<file path="src/rtl/conv_mac_seq.sv">
// Tap sequencer and result stage around an external 16-bit fixed-point MAC.
// It pairs each pixel with a weight, accumulates K taps, then rounds and saturates the window sum.
module conv_mac_seq #(
  parameter int unsigned N = 16,
  parameter int unsigned Q = 12,
  parameter int unsigned K = 9,
  localparam int unsigned AW = (K > 1) ? $clog2(K) : 1
) (
  input  logic            clk,
  input  logic            sclr,
  input  logic            en_i,
  input  logic [N-1:0]    pix_i,
  input  logic            pix_valid_i,
  output logic            pix_ready_o,
  input  logic            w_we_i,
  input  logic [AW-1:0]   w_addr_i,
  input  logic [N-1:0]    w_data_i,
  output logic [N-1:0]    mac_a_o,
  output logic [N-1:0]    mac_b_o,
  output logic [2*N-1:0]  mac_c_o,
  output logic            mac_ce_o,
  input  logic [2*N-1:0]  mac_r_i,
  output logic [N-1:0]    res_o,
  output logic            res_valid_o,
  input  logic            res_ready_i
);

  localparam int unsigned RW = 2 * N + 1;
  localparam logic [RW-1:0] RndHalf = RW'(1) << (Q - 1);
  localparam logic [AW-1:0] LastTap = AW'(K - 1);

  typedef enum logic [0:0] {StAcc, StDrain} state_e;

  state_e         state_q, state_d;
  logic [AW-1:0]  tap_q, tap_d;
  logic [N-1:0]   res_q, res_d;
  logic           res_valid_q, res_valid_d;
  logic [N-1:0]   w_q [K];
  logic           hs;
  logic [RW-1:0]  rnd, y;
  logic [N-1:0]   sat;

  // Kernel register file; reads see the pre-write value in the write cycle.
  always_ff @(posedge clk or posedge sclr) begin
    if (sclr) begin
      for (int i = 0; i < K; i++) w_q[i] <= '0;
    end else if (w_we_i && (32'(w_addr_i) < K)) begin
      w_q[w_addr_i] <= w_data_i;
    end
  end

  // Round half up in 2N+1 bits, then clamp to the N-bit range.
  always_comb begin
    rnd = {1'b0, mac_r_i} + RndHalf;
    y   = rnd >> Q;
    sat = (|y[RW-1:N]) ? '1 : y[N-1:0];
  end

  assign mac_a_o     = pix_i;
  assign mac_b_o     = w_q[tap_q];
  assign mac_c_o     = (tap_q == '0) ? '0 : mac_r_i;
  assign res_o       = res_q;
  assign res_valid_o = res_valid_q;

  always_comb begin
    state_d     = state_q;
    tap_d       = tap_q;
    res_d       = res_q;
    res_valid_d = res_valid_q & ~res_ready_i;
    pix_ready_o = 1'b0;
    mac_ce_o    = 1'b0;
    hs          = 1'b0;
    unique case (state_q)
      StAcc: begin
        // Gated by sclr so ready stays low for the whole reset pulse.
        pix_ready_o = en_i & ~sclr;
        hs          = pix_valid_i & pix_ready_o;
        mac_ce_o    = hs;
        if (hs) begin
          if (tap_q == LastTap) begin
            tap_d   = '0;
            state_d = StDrain;
          end else begin
            tap_d = tap_q + 1'b1;
          end
        end
      end
      StDrain: begin
        if (!res_valid_q || res_ready_i) begin
          res_d       = sat;
          res_valid_d = 1'b1;
          state_d     = StAcc;
        end
      end
      default: state_d = StAcc;
    endcase
  end

  always_ff @(posedge clk or posedge sclr) begin
    if (sclr) begin
      state_q     <= StAcc;
      tap_q       <= '0;
      res_q       <= '0;
      res_valid_q <= 1'b0;
    end else begin
      state_q     <= state_d;
      tap_q       <= tap_d;
      res_q       <= res_d;
      res_valid_q <= res_valid_d;
    end
  end

endmodule

</file>
<file path="config.mk">
export PLATFORM = sky130hd
export DESIGN_NAME = conv_mac_seq
export DESIGN_NICKNAME = d
export VERILOG_FILES = /design/src/rtl/conv_mac_seq.sv
export SDC_FILE = /design/constraint.sdc
export NUM_CORES = 1
export LEC_CHECK = 0
export ABC_AREA = 1
export CAP_MARGIN = 0
export CORE_MARGIN = 2
export CORE_UTILIZATION = 48
export DETAILED_ROUTE_END_ITERATION = 16
export PLACE_DENSITY = 0.77
export SETUP_SLACK_MARGIN = 0.02
export SLEW_MARGIN = 20
export SYNTH_ARGS = -nofsm -noshare
export SYNTH_HDL_FRONTEND = slang
export SYNTH_SLANG_ARGS = --single-unit
</file>
<file path="constraint.sdc">
create_clock -name clk -period 5.7 [get_ports clk]
set_input_delay 1.425 -clock clk [delete_from_list [all_inputs] [get_ports clk]]
set_output_delay 1.425 -clock clk [all_outputs]
set_load 0.1 [all_outputs]
</file>
==> flow_results.org, run 1 <==
** Critical path
- On the critical path, the stage with the largest delay is an instance of sky130_fd_sc_hd__nand4_1.
- The critical path is of the reg -> out type.
- The signal on the critical path passes through clkinv_1, nand4_1, o22ai_1, buf_4.
- The startpoint identified for the worst register-to-register timing path is tap_q[0].
- The worst register-to-register path has a setup slack of 3600 ps.
- STA puts the critical path data required time at 4280 ps.
- Arrival time worst endpoint :: 3170 ps
- Type of element capturing the critical path :: primary output
- Along the worst path, the maximum fanout reaches 27.
- The largest single stage delay on the critical path is 870 ps.
- Endpoint of the most critical register-to-register path :: tap_q[2]
- The number of cells on the worst reg-to-reg path is 7.
- The worst setup path is launched from a flip-flop.

** Drt
- Vias per std cell :: 5.148
- Aggregate routed wire length :: 22030 um
- In the final routed layout, each cell accounts on average for 15.13 um.
- Total vias in the final route :: 7495
- After detailed routing, the number of remaining DRC violations is 0.
- The pre-antenna-repair detailed-routing pass consisted of 5 iterations.
- The count of nets left with antenna violations once routing finished came out at 0.
- Number of DRC markers after the initial detailed-route iteration :: 512

** Timing
- Final setup viols :: 0
- The max-slew violation count came to 0.
- RSZ-0062 raised after global routing :: no
- Largest clock skew in the final design :: 2.188 ps
- Setup slack of the critical path after layout :: 1107 ps
- Measured against its own limit, the worst slew margin works out to 32.36%.
- At the pin with the least slew margin, the transition time is 1011 ps.
- Min cycle time layout :: 4593 ps
- Final critical-path share of the clock period :: 80.57%
- Based on the critical path, the design can be clocked at up to 0.2177 GHz.
- Hold timing on the final database bottoms out at a slack of 480.9 ps.
- The number of hold violations in the final report came to 0.
- Final total negative setup slack :: 0 ps

** Floorplanning
- Initial core utilization :: 48.62%
- Floorplan Core Area :: 17900 sq um
- Die boundary width :: 138.7 um
- In this run the core area contains 49 standard-cell rows.
- Die span in y :: 138.7 um
- The floorplan step defined a die boundary enclosing 19230 sq um.
- 157 I/O pins were placed.

** Clocking
- Skew-Pair Late Insertion Delay :: 430 ps
- Maximum clock insertion buffer count :: 2
- Reg clk slew, reported paths :: 60 ps
- The tree is rooted in a sky130_fd_sc_hd__clkbuf_16.
- In this run, post-CTS repair resized a total of 0 instances.
- CTS tree :: done
- For this design, the CTS-stage hold fixing added 0 buffers.
- In this run, CTS created clock tree buffers numbering 17.
- Sink Count :: 166
- The H-tree was split into 4 levels.
- Post-CTS timing repair inserted 0 buffers for setup.

** Finish
- Counting the fill cells in the layout gives 1653.
- Area growth from synthesis to final layout :: 19.81%
- Proportion of layout cells with a drive suffix above 1 :: 12.07%
- Total Nets Final :: 1290

** Logic synthesis
- The netlist uses 36 different library cells.
- Post-synthesis instance area :: 8703 sq um
- During synthesis, Yosys emitted a total of 0 warnings.
- Cell types with the largest area share after synthesis :: sky130_fd_sc_hd__dfrtp_1 (48%), sky130_fd_sc_hd__o21ai_0 (9.3%), sky130_fd_sc_hd__nand2_1 (8.1%)
- Dividing the synthesized area by the synthesized cell count gives 7.695 sq um.
- After synthesis, the share of flip-flops with an asynchronous set or reset is 100.0%.
- Yosys top cell by area :: sky130_fd_sc_hd__dfrtp_1
- Fraction of the yosys area taken by sequential cells :: 47.73%
- Synthesized netlist net count :: 1208
- The synthesized design contains 0 enable-type register cells.
- Main flop type after synthesis :: sky130_fd_sc_hd__dfrtp_1
- Post-Syn Instances :: 1131
- Area share of the largest cell type after synthesis :: 47.73%
- Register bit count reported by yosys :: 166

** Hold path
- For hold timing, the worst endpoint is w_q[135].
- Count of cells along the worst hold path :: 2
- Worst hold path type :: reg -> reg
- In this run the most critical hold path is launched from w_q[135].

** GRT
- Entering global routing, the biggest net connects 118 pins.
- Via count of the first global-routing pass :: 7070
- Global routing used 23.31% of the available tracks across all layers.
- The number of antenna violations at the first check in global routing is 1.
- First-pass GRT wire length :: 36000 um
- Global route total overflow :: 0

** Placed design
- Dpl ws :: 1544 ps
- Routability congestion estimate from global placement :: 0.8988
- Input and output buffers added on the ports amount to 124.
- Final HPWL from detailed placement :: 14220 um

** Pwr
- Power Total :: 0.005219 W
- For this design the static power due to leakage is 4.971 nW.
- Highest ir drop seen on vdd :: 516.3 uV
- Dividing total power by cell area gives a power density of 500.5 nW/um^2.

** Outcome
- The flow ran to the end, and the final reports show no timing, DRC or antenna violations.

** Flow run
- Across the run, the number of max-cap violations was 0.
## cell families after synthesis
logic type                 share of synthesized area [%]
and+or+nand+nor                                    20.10
buffers and inverters                              12.45
adders and majority gates                         0.4313
AOI/OAI and AO/OA                                  18.19
xor gates and xnor gates                           1.107
DFF                                                47.73
## cells in the mapped netlist (12+ instances only)
cell type / instances
sky130_fd_sc_hd__nand2_1: 187
sky130_fd_sc_hd__inv_1: 169
sky130_fd_sc_hd__dfrtp_1: 166
sky130_fd_sc_hd__o21ai_0: 162
sky130_fd_sc_hd__nor2_1: 114
sky130_fd_sc_hd__a21oi_1: 100
sky130_fd_sc_hd__nand3_1: 49
sky130_fd_sc_hd__clkbuf_1: 32
sky130_fd_sc_hd__buf_2: 23
sky130_fd_sc_hd__o21ai_1: 22
sky130_fd_sc_hd__buf_4: 16
sky130_fd_sc_hd__nor2_2: 12
## critical path, delay by kind of cell, from the launching register on
family	cells	cell delay (ps)
buffers and inverters	2	820
AOI/OAI and AO/OA	1	640
DFF	1	400
and+or+nand+nor	1	870
## metal layers
layer / GRT usage [%] / part of all wire [%] / vias to the layer above
met5: 0 / 0 / -
met2: 38.14 / 46 / 261
met1: 31.27 / 44 / 3458
met3: 4.972 / 7.2 / 35
met4: 7.496 / 1.9 / 0
li1: - / - / 3741
## where the power goes
part | leakage (nW) | total, W | internal (W) | switching [W]
clock network | 0.293 | 0.00115 | 0.000685 | 0.000466
registers | 1.94 | 0.00156 | 0.00144 | 0.000121
logic | 2.74 | 0.00251 | 0.000591 | 0.00192
total | 4.97 | 0.00522 | 0.00271 | 0.00250
## cell type report
class,instances,area [sq um],area share (%)
flip-flops and latches,166,4155,39.85
multi-input cells,713,3478,33.36
repair buffers,142,1264,12.12
inverters,173,653.1,6.263
clock buffers,18,429.2,4.116
well taps,229,286.5,2.748
clock inverters,14,158.9,1.524
diodes,1,2.502,0.02400
## cell usage in the layout, fill, tap and decap left out, drive strengths merged, types with 2 or more instances in the layout
cell	Yosys	final
nand2	195	195
o21ai	184	184
inv	172	172
dfrtp	166	166
nor2	131	131
a21oi	100	100
clkdlybuf4s50	0	74
buf	45	68
nand3	61	61
clkbuf	33	18
xor2	11	11
clkinv	1	10
o22ai	9	9
o211ai	8	8
nand4	3	3
ha	3	3
bufinv	0	3
clkinvlp	0	2
o21bai	2	2
nor3	2	2
## state kept, by name (all words and copies together), names as in the netlist
register / count
res_o: 16
tap_q: 4
state_q: 1
res_valid_o: 1
w_q: 144
## worst max path at each step
stage	slack [ps]	end	depth (start not counted)	from
3_5_place_dp	1540	mac_b_o[6]	4	tap_q[0]
3_3_place_gp	1580	mac_ce_o	6	en_i
4_1_cts	1080	mac_b_o[6]	4	tap_q[0]
5_1_grt	930	mac_b_o[6]	4	tap_q[0]
2_1_floorplan	470	mac_ce_o	4	en_i
6_report	1110	mac_b_o[6]	4	tap_q[0]
## stage by stage
step,instance area [sq um],instances,utilization (%)
after floorplan,8707,1131,-
after global placement,9837,1423,54.95
after detailed placement,9837,1423,54.95
after CTS,10430,1455,58.23
after global routing,10430,1456,58.25
final,10430,1456,58.25
No activity file was read; power rests on OpenSTA's default activity.
==> run 2: changes to the inputs <==
--- a/config.mk
+++ b/config.mk
@@ -8,9 +8,9 @@
 export ABC_AREA = 1
 export CAP_MARGIN = 0
 export CORE_MARGIN = 2
-export CORE_UTILIZATION = 48
+export CORE_UTILIZATION = 53
 export DETAILED_ROUTE_END_ITERATION = 16
-export PLACE_DENSITY = 0.77
+export PLACE_DENSITY = 0.8
 export SETUP_SLACK_MARGIN = 0.02
 export SLEW_MARGIN = 20
 export SYNTH_ARGS = -nofsm -noshare
==> constraint.sdc (replaced) <==
create_clock -name clk -period 4.7 [get_ports clk]
set_input_delay 1.175 -clock clk [delete_from_list [all_inputs] [get_ports clk]]
set_output_delay 1.175 -clock clk [all_outputs]
set_load 0.1 [all_outputs]
==> run 2 against run 1 <==
Effect of this change: sequential share of layout area fell by 2.0 points; clock power rose by 16%; global-route usage is 3.8 points higher; die area down 9.2%; final area rose by 5.4%; flip-flop and latch count unchanged; critical path depth increased by 4; critical path type unchanged; largest cell class unchanged.
==> flow_results.org, run 2 (synthesis gave the netlist of run 1 again) <==
** Drt
- Dividing the detail-routed via count by the number of cells gives 5.340.
- Dividing the detail-routed wire length by the instance count gives 15.81 um.
- Aggregate routed wire length :: 22800 um
- Final antenna-violating net count :: 0
- Drc violations :: 0
- The first TritonRoute pass finished after 5 iterations.
- Total vias in the final route :: 7701
- In this run, the number of DRC markers left after iteration 0 of detailed routing was 736.

** GRT
- Via count of the first global-routing pass :: 7476
- The first global-routing pass estimated 37550 um of wire.
- Pin count of the biggest net entering global routing :: 167
- Antenna violations before repair :: 0
- After global routing the overflow that remains totals 0.
- Global-route usage over all layers :: 27.11%

** Floorplanning
- The floorplan step set the die height to 132.1 um.
- Io pins :: 157
- For this configuration, the core starts out at a cell density of 54.59%.
- Die outline area :: 17460 sq um
- The total area inside the core boundary comes to 15940 sq um.
- The die is 132.1 um wide.
- Row generation in the floorplan step produced 46 rows.

** Critical path
- Measured in cells, the most critical reg-to-reg path has a length of 7.
- The worst register-to-register path ends at tap_q[2].
- Worst flop-to-flop path startpoint :: tap_q[0]
- CP Data Required Time :: 3520 ps
- Of all nets on the critical path, the largest fanout is 24.
- Classification of the worst setup path :: reg -> out
- Critical path launch point type :: flip-flop
- STA classifies the critical path endpoint as a primary output.
- In this run the register-to-register setup slack is 2790 ps.
- Arrival time worst endpoint :: 2870 ps

** Hold path
- Counting instances, the worst hold path has a depth of 2.
- Worst hold path type :: reg -> reg
- For hold timing, the worst endpoint is w_q[79].
- Start point of the worst hold path :: w_q[79]

** Finish
- Total Nets Final :: 1290
- Area growth from synthesis to final layout :: 26.25%
- Fill cells :: 1282
- Register with the highest flop count :: w_q
- Flip-flop count of the largest register, all copies and words added :: 144
- Top library cells by usage in the layout, fill and taps aside :: sky130_fd_sc_hd__nand2_1 (187), sky130_fd_sc_hd__inv_1 (168), sky130_fd_sc_hd__dfrtp_1 (165), sky130_fd_sc_hd__o21ai_0 (162), sky130_fd_sc_hd__nor2_1 (110)
- Once layout is complete, the utilization of the core stands at 68.92%.
- Once layout is complete, the cells apart from fillers number 1442.
- Leaving out fill and tap cells, the most frequent cell in the layout is sky130_fd_sc_hd__nand2_1.
- Antenna Diode Count :: 0
- Proportion of layout cells with a drive suffix above 1 :: 11.99%

** Clocking
- Maximum clock insertion buffer count :: 2
- CTS tree :: done
- After clock tree synthesis, the clock-pin slew on the worst setup and hold paths is 60 ps.
- The clock net in this run drives a total of 166 sinks.
- For the worst-skew pair, the clock arrives at the later sink with an insertion delay of 430 ps.
- Counting the buffers created by CTS gives 17.
- The H-tree was split into 4 levels.
- After clock tree synthesis, the repair step resized 0 gates.
- Post-CTS timing repair inserted 0 buffers for setup.
- Clk root buf :: sky130_fd_sc_hd__clkbuf_16
- The number of hold buffers added after CTS was 0.

** Pwr
- Highest ir drop seen on vdd :: 743.8 uV
- Dividing total power by cell area gives a power density of 615.2 nW/um^2.
- In this run the static leakage power is 5.149 nW.

** Timing
- RSZ-0062 raised after global routing :: no
- In the final timing run, aggregate negative setup slack is 0 ps.
- Setup violations remaining at the end of the flow were counted as 0.
- Max-slew violations :: 0
- The number of hold violations in the final report came to 0.
- Final critical-path share of the clock period :: 86.11%
- For the pin with the worst max-slew slack, the measured transition is 1027 ps.
- Worst hold slack after final layout :: 484.0 ps
- Static timing analysis puts the maximum clock frequency at 0.2471 GHz.
- In this run the tightest slew margin relative to its limit is 31.30%.
- The clock period could shrink to 4047 ps.
- On the final layout, the worst clock skew is 1.335 ps.

** Placed design
- At the end of routability-driven placement, the weighted congestion stood at 0.9247.
- Final HPWL from detailed placement :: 14790 um
- Post-Place Cells :: 1410
- Port Buffer Count :: 124

** Outcome
- Run status :: finished clean

** Flow run
- Across the run, the number of max-cap violations was 0.
-- run 2: cell types whose count changed in the layout (fill, tap and decap cells not counted), sizes merged --
cell / delta
clkinvlp: +2
diode: -1
clkbuf: +6
clkinv: -5
bufinv: -2
inv: -1
-- run 2: how the worst max path moves through the flow --
stage / startpoint / endpoint / slack, ps / cells after the start
finish: tap_q[0] / mac_b_o[1] / 650 / 8
detailed placement: en_i / mac_ce_o / 1090 / 6
global route: tap_q[0] / mac_b_o[1] / 450 / 8
global placement: en_i / mac_ce_o / 1080 / 6
floorplan: tap_q[1] / mac_b_o[0] / 420 / 4
CTS: tap_q[0] / mac_b_o[1] / 670 / 8
-- run 2: per-stage QoR --
stage / total power, W / area [sq um] / worst slack [ps]
after floorplan: 0.004294 / 8710 / 418.2
after global placement: 0.005384 / 10420 / 1082
after detailed placement: 0.005433 / 10420 / 1087
after CTS: 0.006784 / 10990 / 672.9
after global routing: 0.007087 / 10990 / 448.6
final: 0.006760 / 10990 / 653.0
-- run 2: worst max-delay path, stage by stage, from the launching register on --
cell and delay, ps:
sky130_fd_sc_hd__dfrtp_2 350, sky130_fd_sc_hd__clkinv_1 520, sky130_fd_sc_hd__buf_4 460, sky130_fd_sc_hd__a21oi_1 150, sky130_fd_sc_hd__o21ai_0 100, sky130_fd_sc_hd__a21oi_1 140
sky130_fd_sc_hd__a21oi_1 70, sky130_fd_sc_hd__o22ai_1 390, sky130_fd_sc_hd__buf_12 240
-- run 2: metal layers --
layer  GRT usage, %  share of wire, %  up-vias
li1               -                 -     3737
met1          35.49                42     3606
met2          43.58                47      308
met3          5.998               7.9       50
met4          11.71               2.7        0
met5              0                 0        -
-- run 2: area by class of cell --
| type | instances | area [sq um] | area share [%] |
|---|---|---|---|
| Multi-Input combinational cell | 713 | 3481 | 31.68 |
| Timing Repair Buffer | 142 | 1864 | 16.97 |
| Tap cell | 216 | 270.3 | 2.460 |
| Clock inverter | 8 | 72.57 | 0.6604 |
| Clock buffer | 24 | 491.7 | 4.475 |
| Inverter | 173 | 653.1 | 5.944 |
| Sequential cell | 166 | 4155 | 37.82 |
-- run 2: where the power goes --
part           leakage (nW)  switching, W  internal [W]
clock                 0.272      0.000548      0.000780
combinational          2.94       0.00238       0.00112
sequential             1.94      0.000185       0.00174
